### config.mk
export PLATFORM = sky130hd
export DESIGN_NAME = pe_array_collector_flat
export DESIGN_NICKNAME = d
export VERILOG_FILES = /design/src/rtl/pe_array_collector_pkg.sv /design/src/rtl/pe_array_collector_if.sv /design/src/rtl/pe_array_collector_collect_slot.sv /design/src/rtl/pe_array_collector.sv /design/src/flat_wrapper.sv
export SDC_FILE = /design/constraint.sdc
export NUM_CORES = 1
export LEC_CHECK = 0
export BUFFER_PORTS_ARGS = -buffer_cell sky130_fd_sc_hd__buf_2
export CAP_MARGIN = 20
export CORE_MARGIN = 2
export CORE_UTILIZATION = 40
export CTS_CLUSTER_DIAMETER = 100
export DETAILED_ROUTE_END_ITERATION = 8
export HOLD_SLACK_MARGIN = 0.08
export SLEW_MARGIN = 0
export SYNTH_ARGS = -nofsm -noshare
export SYNTH_HDL_FRONTEND = slang
export SYNTH_SLANG_ARGS = --single-unit
### constraint.sdc
create_clock -name clk -period 2.65 [get_ports clk]
set_clock_uncertainty 0.1 [all_clocks]
set_input_delay 0.3975 -clock clk [delete_from_list [all_inputs] [get_ports clk]]
set_output_delay 0.3975 -clock clk [all_outputs]
set_load 0.02 [all_outputs]
### src/rtl/pe_array_collector_pkg.sv
// Shared defaults and FSM encoding for the PE array result collector.
package pe_array_collector_pkg;

  localparam int PE_NUM_DEF     = 8;
  localparam int DATA_WIDTH_DEF = 16;

  typedef enum logic {
    ST_COLLECT = 1'b0,
    ST_DRAIN   = 1'b1
  } state_t;

  // Read index width; a single-slot array still needs one bit.
  function automatic int idx_width(input int n);
    return (n > 1) ? $clog2(n) : 1;
  endfunction

endpackage

### src/rtl/pe_array_collector_if.sv
// Collector bus: per-PE result capture side plus the valid/ready overlay output stream.
interface pe_array_collector_if
  import pe_array_collector_pkg::*;
#(
  parameter int PE_NUM     = PE_NUM_DEF,
  parameter int DATA_WIDTH = DATA_WIDTH_DEF
);
  localparam int W = 2 * DATA_WIDTH;

  logic                  load;
  logic [PE_NUM-1:0]     pe_out_v;
  logic [PE_NUM*W-1:0]   pe_out;
  logic                  dout_overlay_v;
  logic [W-1:0]          dout_overlay;
  logic                  dout_last;
  logic                  dout_ready;
  logic                  ovf;

  modport master (
    output load, pe_out_v, pe_out, dout_ready,
    input  dout_overlay_v, dout_overlay, dout_last, ovf
  );

  modport slave (
    input  load, pe_out_v, pe_out, dout_ready,
    output dout_overlay_v, dout_overlay, dout_last, ovf
  );

endinterface

### src/rtl/pe_array_collector_collect_slot.sv
// One collector slot: holds the first word a PE delivers in a frame; clears to 0 when the frame drains.
module collect_slot #(
  parameter int W = 32
) (
  input  logic         clk,
  input  logic         rst,
  input  logic         cap_en,
  input  logic         clr,
  input  logic         vld,
  input  logic [W-1:0] din,
  output logic [W-1:0] q,
  output logic         mask
);

  logic cap;
  assign cap = cap_en & vld & ~mask;

  always_ff @(posedge clk or negedge rst) begin
    if (!rst) begin
      q    <= '0;
      mask <= 1'b0;
    end else if (clr) begin
      q    <= '0;
      mask <= 1'b0;
    end else if (cap) begin
      q    <= din;
      mask <= 1'b1;
    end
  end

endmodule

### src/rtl/pe_array_collector.sv
// Collects one word per PE, then streams the frame out in slot order (1 word/cycle, holds under backpressure).
// Optional sticky drop detector on ovf when PE_COLLECT_OVF_EN is defined.
module pe_array_collector
  import pe_array_collector_pkg::*;
#(
  parameter int PE_NUM     = PE_NUM_DEF,
  parameter int DATA_WIDTH = DATA_WIDTH_DEF
) (
  input  logic                 clk,
  input  logic                 rst,
  pe_array_collector_if.slave  bus
);

  localparam int W  = 2 * DATA_WIDTH;
  localparam int IW = idx_width(PE_NUM);
  localparam logic [IW-1:0] LAST_IDX = IW'(PE_NUM - 1);

  state_t            state;
  logic [IW-1:0]     rd_idx;
  logic [IW-1:0]     nxt_idx;
  logic [PE_NUM-1:0] mask;
  logic [PE_NUM-1:0] mask_nxt;
  logic [W-1:0]      slot_q [PE_NUM];
  logic              collecting;
  logic              go_drain;
  logic              frame_done;

  assign collecting = (state == ST_COLLECT);
  assign nxt_idx    = rd_idx + IW'(1);
  // Drain decision looks at the mask including this cycle's captures.
  assign mask_nxt   = mask | (bus.pe_out_v & {PE_NUM{collecting}});
  assign go_drain   = collecting & ((&mask_nxt) | (bus.load & (|mask_nxt)));
  assign frame_done = (state == ST_DRAIN) & bus.dout_overlay_v & bus.dout_ready
                    & (rd_idx == LAST_IDX);

  for (genvar k = 0; k < PE_NUM; k++) begin : g_slot
    collect_slot #(.W(W)) u_slot (
      .clk    (clk),
      .rst    (rst),
      .cap_en (collecting),
      .clr    (frame_done),
      .vld    (bus.pe_out_v[k]),
      .din    (bus.pe_out[k*W +: W]),
      .q      (slot_q[k]),
      .mask   (mask[k])
    );
  end

  // rd_idx always names the slot currently held in the output register.
  always_ff @(posedge clk or negedge rst) begin
    if (!rst) begin
      state              <= ST_COLLECT;
      rd_idx             <= '0;
      bus.dout_overlay_v <= 1'b0;
      bus.dout_overlay   <= '0;
      bus.dout_last      <= 1'b0;
    end else begin
      case (state)
        ST_COLLECT: begin
          if (go_drain) begin
            state  <= ST_DRAIN;
            rd_idx <= '0;
          end
        end
        ST_DRAIN: begin
          if (!bus.dout_overlay_v) begin
            bus.dout_overlay_v <= 1'b1;
            bus.dout_overlay   <= slot_q[rd_idx];
            bus.dout_last      <= (rd_idx == LAST_IDX);
          end else if (bus.dout_ready) begin
            if (rd_idx == LAST_IDX) begin
              bus.dout_overlay_v <= 1'b0;
              bus.dout_last      <= 1'b0;
              rd_idx             <= '0;
              state              <= ST_COLLECT;
            end else begin
              rd_idx           <= nxt_idx;
              bus.dout_overlay <= slot_q[nxt_idx];
              bus.dout_last    <= (nxt_idx == LAST_IDX);
            end
          end
        end
        default: state <= ST_COLLECT;
      endcase
    end
  end

`ifdef PE_COLLECT_OVF_EN
  logic drop;
  assign drop = collecting ? (|(bus.pe_out_v & mask)) : (|bus.pe_out_v);

  always_ff @(posedge clk or negedge rst) begin
    if (!rst)
      bus.ovf <= 1'b0;
    else if (drop)
      bus.ovf <= 1'b1;
  end
`else
  assign bus.ovf = 1'b0;
`endif

endmodule

### src/flat_wrapper.sv
// flat-port wrapper written by rule: the top's interface ports become plain ports
module pe_array_collector_flat import pe_array_collector_pkg::*;
#(
  parameter int PE_NUM     = PE_NUM_DEF,
  parameter int DATA_WIDTH = DATA_WIDTH_DEF
)
  (clk, rst, bus_load, bus_pe_out_v, bus_pe_out, bus_dout_ready, bus_dout_overlay_v, bus_dout_overlay, bus_dout_last, bus_ovf);
  pe_array_collector_if #(.PE_NUM(PE_NUM), .DATA_WIDTH(DATA_WIDTH)) bus_i ();
  input  logic clk;
  input  logic rst;
  input wire logic [$bits(bus_i.load)-1:0] bus_load;
  input wire logic [$bits(bus_i.pe_out_v)-1:0] bus_pe_out_v;
  input wire logic [$bits(bus_i.pe_out)-1:0] bus_pe_out;
  input wire logic [$bits(bus_i.dout_ready)-1:0] bus_dout_ready;
  output wire logic [$bits(bus_i.dout_overlay_v)-1:0] bus_dout_overlay_v;
  output wire logic [$bits(bus_i.dout_overlay)-1:0] bus_dout_overlay;
  output wire logic [$bits(bus_i.dout_last)-1:0] bus_dout_last;
  output wire logic [$bits(bus_i.ovf)-1:0] bus_ovf;
  assign bus_i.load = bus_load;
  assign bus_i.pe_out_v = bus_pe_out_v;
  assign bus_i.pe_out = bus_pe_out;
  assign bus_i.dout_ready = bus_dout_ready;
  assign bus_dout_overlay_v = bus_i.dout_overlay_v;
  assign bus_dout_overlay = bus_i.dout_overlay;
  assign bus_dout_last = bus_i.dout_last;
  assign bus_ovf = bus_i.ovf;
  pe_array_collector #(.PE_NUM(PE_NUM), .DATA_WIDTH(DATA_WIDTH)) u_core (.clk(clk), .rst(rst), .bus(bus_i));
endmodule
==> report_table.html <==
<table>
<tr><th>Metric</th><th>Value</th></tr>
<tr><th colspan="2">Pwr</th></tr>
<tr><td>Max IR drop VDD</td><td>0.437 mV</td></tr>
<tr><td>Total power</td><td>22.1 mW</td></tr>
<tr><td>Leak</td><td>9.48 nW</td></tr>
<tr><td>Power density normalized to cell area</td><td>1010 nW/um^2</td></tr>
<tr><th colspan="2">Clock tree</th></tr>
<tr><td>Inserted Clock Buffers</td><td>37</td></tr>
<tr><td>Worst-Skew Late Latency</td><td>0.53 ns</td></tr>
<tr><td>Resized Gates After CTS</td><td>0</td></tr>
<tr><td>Clock Sinks</td><td>302</td></tr>
<tr><td>Clock-pin slew on the worst setup and hold paths</td><td>0.06 ns</td></tr>
<tr><td>Post-CTS Setup Bufs</td><td>0</td></tr>
<tr><td>CTS tree</td><td>built</td></tr>
<tr><td>CTS Root Cell</td><td>clkbuf_16</td></tr>
<tr><td>H-tree level count</td><td>2</td></tr>
<tr><td>Largest buffer count on any clock path</td><td>3</td></tr>
<tr><th colspan="2">Final layout</th></tr>
<tr><td>Layout cells sized above 1</td><td>0.269</td></tr>
<tr><td>Post-synthesis to final-layout area growth</td><td>39.1%</td></tr>
<tr><td>Net count of the finished layout</td><td>2320</td></tr>
<tr><td>Fin util</td><td>0.565</td></tr>
<tr><td>Filler-free cell count of the finished design</td><td>2597</td></tr>
<tr><td>Design area</td><td>21800 sq um</td></tr>
<tr><th colspan="2">Logic synthesis</th></tr>
<tr><td>Main flop type after synthesis</td><td>dfrtp_1</td></tr>
<tr><td>Count of synthesis-stage warnings from yosys</td><td>0</td></tr>
<tr><td>Share of the synthesized area in the top cell type</td><td>0.482</td></tr>
<tr><td>Sequential share of the synthesized area</td><td>0.482</td></tr>
<tr><td>Distinct cell type count after synthesis</td><td>40</td></tr>
<tr><td>Gate count after technology mapping</td><td>1528</td></tr>
<tr><td>Most used standard cells in the synthesized netlist</td><td>nand2_1, dfrtp_1, o21ai_1, mux4_2, clkbuf_1</td></tr>
<tr><td>Count of flip-flops with a built-in enable after synthesis</td><td>0</td></tr>
<tr><td>Biggest area contributors in the synthesized netlist</td><td>dfrtp_1, mux4_2, nand2_1</td></tr>
<tr><td>Ys async rst share</td><td>1.00</td></tr>
<tr><td>Flops &amp; latches, synth</td><td>302</td></tr>
<tr><td>Post-Syn Area per Cell</td><td>10.3 sq um</td></tr>
<tr><td>Cell taking the most area after synthesis</td><td>dfrtp_1</td></tr>
<tr><td>Dominant cell by count in the synthesized netlist</td><td>nand2_1</td></tr>
<tr><td>Combined area of all synthesized cells</td><td>15700 sq um</td></tr>
<tr><td>Number of nets in the synthesized netlist</td><td>1799</td></tr>
<tr><th colspan="2">STA</th></tr>
<tr><td>Period Utilization, post-route</td><td>0.924</td></tr>
<tr><td># setup viols final</td><td>0</td></tr>
<tr><td>Worst Max-Slew Pin Slew</td><td>0.604 ns</td></tr>
<tr><td>Post-route minimum period</td><td>2.45 ns</td></tr>
<tr><td>Worst Hold Slack</td><td>0.0939 ns</td></tr>
<tr><td>Max-Slew Margin vs Limit</td><td>0.597</td></tr>
<tr><td>Max-slew violation total from the final report</td><td>0</td></tr>
<tr><td>Achievable frequency</td><td>408 MHz</td></tr>
<tr><td>Setup TNS</td><td>0 ns</td></tr>
<tr><td>Setup slack of the critical path after layout</td><td>0.202 ns</td></tr>
<tr><td>Unrepaired setup endpoints after global routing</td><td>false</td></tr>
<tr><td>Final number of hold-violating endpoints</td><td>0</td></tr>
<tr><th colspan="2">Worst hold path</th></tr>
<tr><td>Depth of the worst hold-timing path</td><td>3</td></tr>
<tr><td>Hold worst-path end</td><td>u_core.g_slot[5].u_slot.mask$_DFFE_PN0P_</td></tr>
<tr><td>Hold_sp</td><td>bus_pe_out_v[5]</td></tr>
<tr><td>Class of the tightest hold or removal check</td><td>in2reg</td></tr>
<tr><th colspan="2">Critical path</th></tr>
<tr><td>Worst reg-to-reg path cell count</td><td>6</td></tr>
<tr><td>Maximum fanout count along the critical path</td><td>22</td></tr>
<tr><td>Arrival time of the worst setup path</td><td>2.74 ns</td></tr>
<tr><td>Type of element launching the critical path</td><td>flip-flop</td></tr>
<tr><td>Required @ worst endpoint</td><td>2.95 ns</td></tr>
<tr><td>Largest stage delay on the critical path</td><td>0.52 ns</td></tr>
<tr><td>CP max stage cell</td><td>mux4_2</td></tr>
<tr><td>Cell breakdown of the critical path</td><td>ha_1 -&gt; ha_4 -&gt; buf_12 -&gt; mux4_2 -&gt; a22oi_1 -&gt; o211ai_1</td></tr>
<tr><td>Register-to-register setup slack</td><td>0.20 ns</td></tr>
<tr><td>Crit end category</td><td>flip-flop</td></tr>
<tr><td>Worst reg2reg path endpoint</td><td>u_core.bus.dout_overlay[26]$_DFFE_PN0P_</td></tr>
<tr><td>Crit path kind</td><td>reg2reg</td></tr>
<tr><td>R2R Path Start</td><td>u_core.rd_idx[1]$_DFFE_PN0P_</td></tr>
<tr><th colspan="2">Status</th></tr>
<tr><td>Result of the run</td><td>complete, no violations</td></tr>
<tr><th colspan="2">Floorplanning</th></tr>
<tr><td>Rows</td><td>72</td></tr>
<tr><td>Die outline area</td><td>40800 sq um</td></tr>
<tr><td>Die width</td><td>202 um</td></tr>
<tr><td>Starting utilization of the core area</td><td>0.406</td></tr>
<tr><td>Number of placed I/O pins</td><td>303</td></tr>
<tr><td>Core area</td><td>38600 sq um</td></tr>
<tr><td>Die outline height</td><td>202 um</td></tr>
<tr><th colspan="2">Detailed routing</th></tr>
<tr><td>DR iter-0 viols</td><td>1229</td></tr>
<tr><td>Routed wire length per instance</td><td>21.5 um</td></tr>
<tr><td>Total wirelength of the detailed-routed design</td><td>55800 um</td></tr>
<tr><td>Antenna viol nets, final</td><td>0</td></tr>
<tr><td>Number of vias after detailed routing</td><td>14500</td></tr>
<tr><td>Post-detailed-route DRC marker count</td><td>0</td></tr>
<tr><td>Via density per instance</td><td>5.58</td></tr>
<tr><td>Drt first pass iters</td><td>7</td></tr>
<tr><th colspan="2">Global route</th></tr>
<tr><td>Pin count of the biggest net entering global routing</td><td>73</td></tr>
<tr><td>All-Layer GR Usage</td><td>0.275</td></tr>
<tr><td>First-pass GRT wire length</td><td>86700 um</td></tr>
<tr><td>Total overflow reported by the global router</td><td>0</td></tr>
<tr><td>Via count of the first global-routing pass</td><td>15000</td></tr>
<tr><td>Initial antenna violation count</td><td>1</td></tr>
<tr><th colspan="2">Place</th></tr>
<tr><td>IO Port Bufs</td><td>301</td></tr>
<tr><td>Setup slack at placement</td><td>0.164 ns</td></tr>
<tr><td>Final weighted congestion in routability-driven placement</td><td>0.827</td></tr>
<tr><td>Number of instances in the placed design</td><td>2266</td></tr>
<tr><td>HPWL reported at the end of detailed placement</td><td>34100 um</td></tr>
<tr><td>Standard cell area after detailed placement</td><td>17900 sq um</td></tr>
<tr><th colspan="2">Flow run</th></tr>
<tr><td>Max-Cap Viols</td><td>0</td></tr>
</table>
-- layout by cell type (no fill, tap or decap), types with 2 or more instances in the layout --
cell type,n
a21oi_1,42
a22oi_1,32
and3_1,2
buf_12,19
buf_2,300
buf_4,27
bufinv_16,4
clkbuf_1,7
clkbuf_16,39
clkbuf_8,8
clkinv_2,6
clkinvlp_4,2
dfrtp_1,300
dfrtp_4,2
dlygate4sd3_1,261
ha_4,2
inv_1,4
inv_2,2
mux2i_1,32
mux4_2,128
nand2_1,548
nand3_1,3
nand4_1,3
nor2_1,11
nor3_1,2
nor3_4,2
nor3b_4,6
nor4_1,2
o211ai_1,32
o21ai_0,24
o21ai_1,202
o22ai_1,3
-- power breakdown --
part	internal, mW	switching, mW
clock	3.31	2.05
sequential	6.40	1.51
combinational	4.70	4.14
total	14.4	7.69
-- critical path: cells and delay by family, from the launching register on --
| kind | cells | cell delay, ns |
|---|---|---|
| fa+ha+maj | 2 | 0.63 |
| mux | 1 | 0.52 |
| buf+inv | 1 | 0.25 |
| compound gates | 2 | 0.29 |
| flops | 1 | 0.51 |
-- per-layer routing --
layer / share of wire / vias up / track usage / wire length (um)
li1: - / 6425 / - / -
met1: 0.41 / 7191 / 0.376 / 22800
met2: 0.47 / 734 / 0.434 / 26000
met3: 0.083 / 153 / 0.0503 / 4630
met4: 0.041 / 0 / 0.114 / 2310
met5: 0 / - / 0 / 0
-- cell type report --
| class | instances | area [sq um] |
|---|---|---|
| clock buffers | 54 | 1110 |
| repair buffers | 608 | 4710 |
| diodes | 1 | 2.50 |
| flip-flops and latches | 302 | 7560 |
| fillers | 3204 | 16800 |
| multi-input cells | 1094 | 7570 |
| clock inverters | 14 | 183 |
| well taps | 518 | 648 |
| inverters | 6 | 22.5 |
-- cells by family after synthesis --
group,count (synthesis),share of synthesized area
other cells,1,0.000239
fa+ha+maj,3,0.00239
simple gates,589,0.150
compound gates,341,0.120
flops,302,0.482
mux,160,0.204
buf+inv,132,0.0412
-- state kept, by name (all words and copies together) (netlist names) --
register and cells:
u_core.bus.dout_last 1, u_core.bus.dout_overlay 32, u_core.bus.dout_overlay_v 1, u_core.g_slot.u_slot.mask 8, u_core.g_slot.u_slot.q 256, u_core.rd_idx 3, u_core.state 1
-- what timing repair did --
action                                  CTS  global route
hold endpoints to repair                315             0
endpoints found under the setup margin    0             0
hold buffers                            261             0
-- how the worst max path moves through the flow --
stage / slack [ns] / cells past startpoint / to / start
floorplan: 0.42 / 7 / u_core.bus.dout_overlay[10]$_DFFE_PN0P_ / u_core.rd_idx[1]$_DFFE_PN0P_
global placement: 0.20 / 6 / u_core.bus.dout_overlay[13]$_DFFE_PN0P_ / u_core.rd_idx[1]$_DFFE_PN0P_
detailed placement: 0.16 / 6 / u_core.bus.dout_overlay[19]$_DFFE_PN0P_ / u_core.rd_idx[1]$_DFFE_PN0P_
CTS: 0.16 / 6 / u_core.bus.dout_overlay[13]$_DFFE_PN0P_ / u_core.rd_idx[1]$_DFFE_PN0P_
global route: 0.03 / 6 / u_core.bus.dout_overlay[14]$_DFFE_PN0P_ / u_core.rd_idx[1]$_DFFE_PN0P_
finish: 0.20 / 6 / u_core.bus.dout_overlay[26]$_DFFE_PN0P_ / u_core.rd_idx[1]$_DFFE_PN0P_
(Power assumes the default switching activity.)
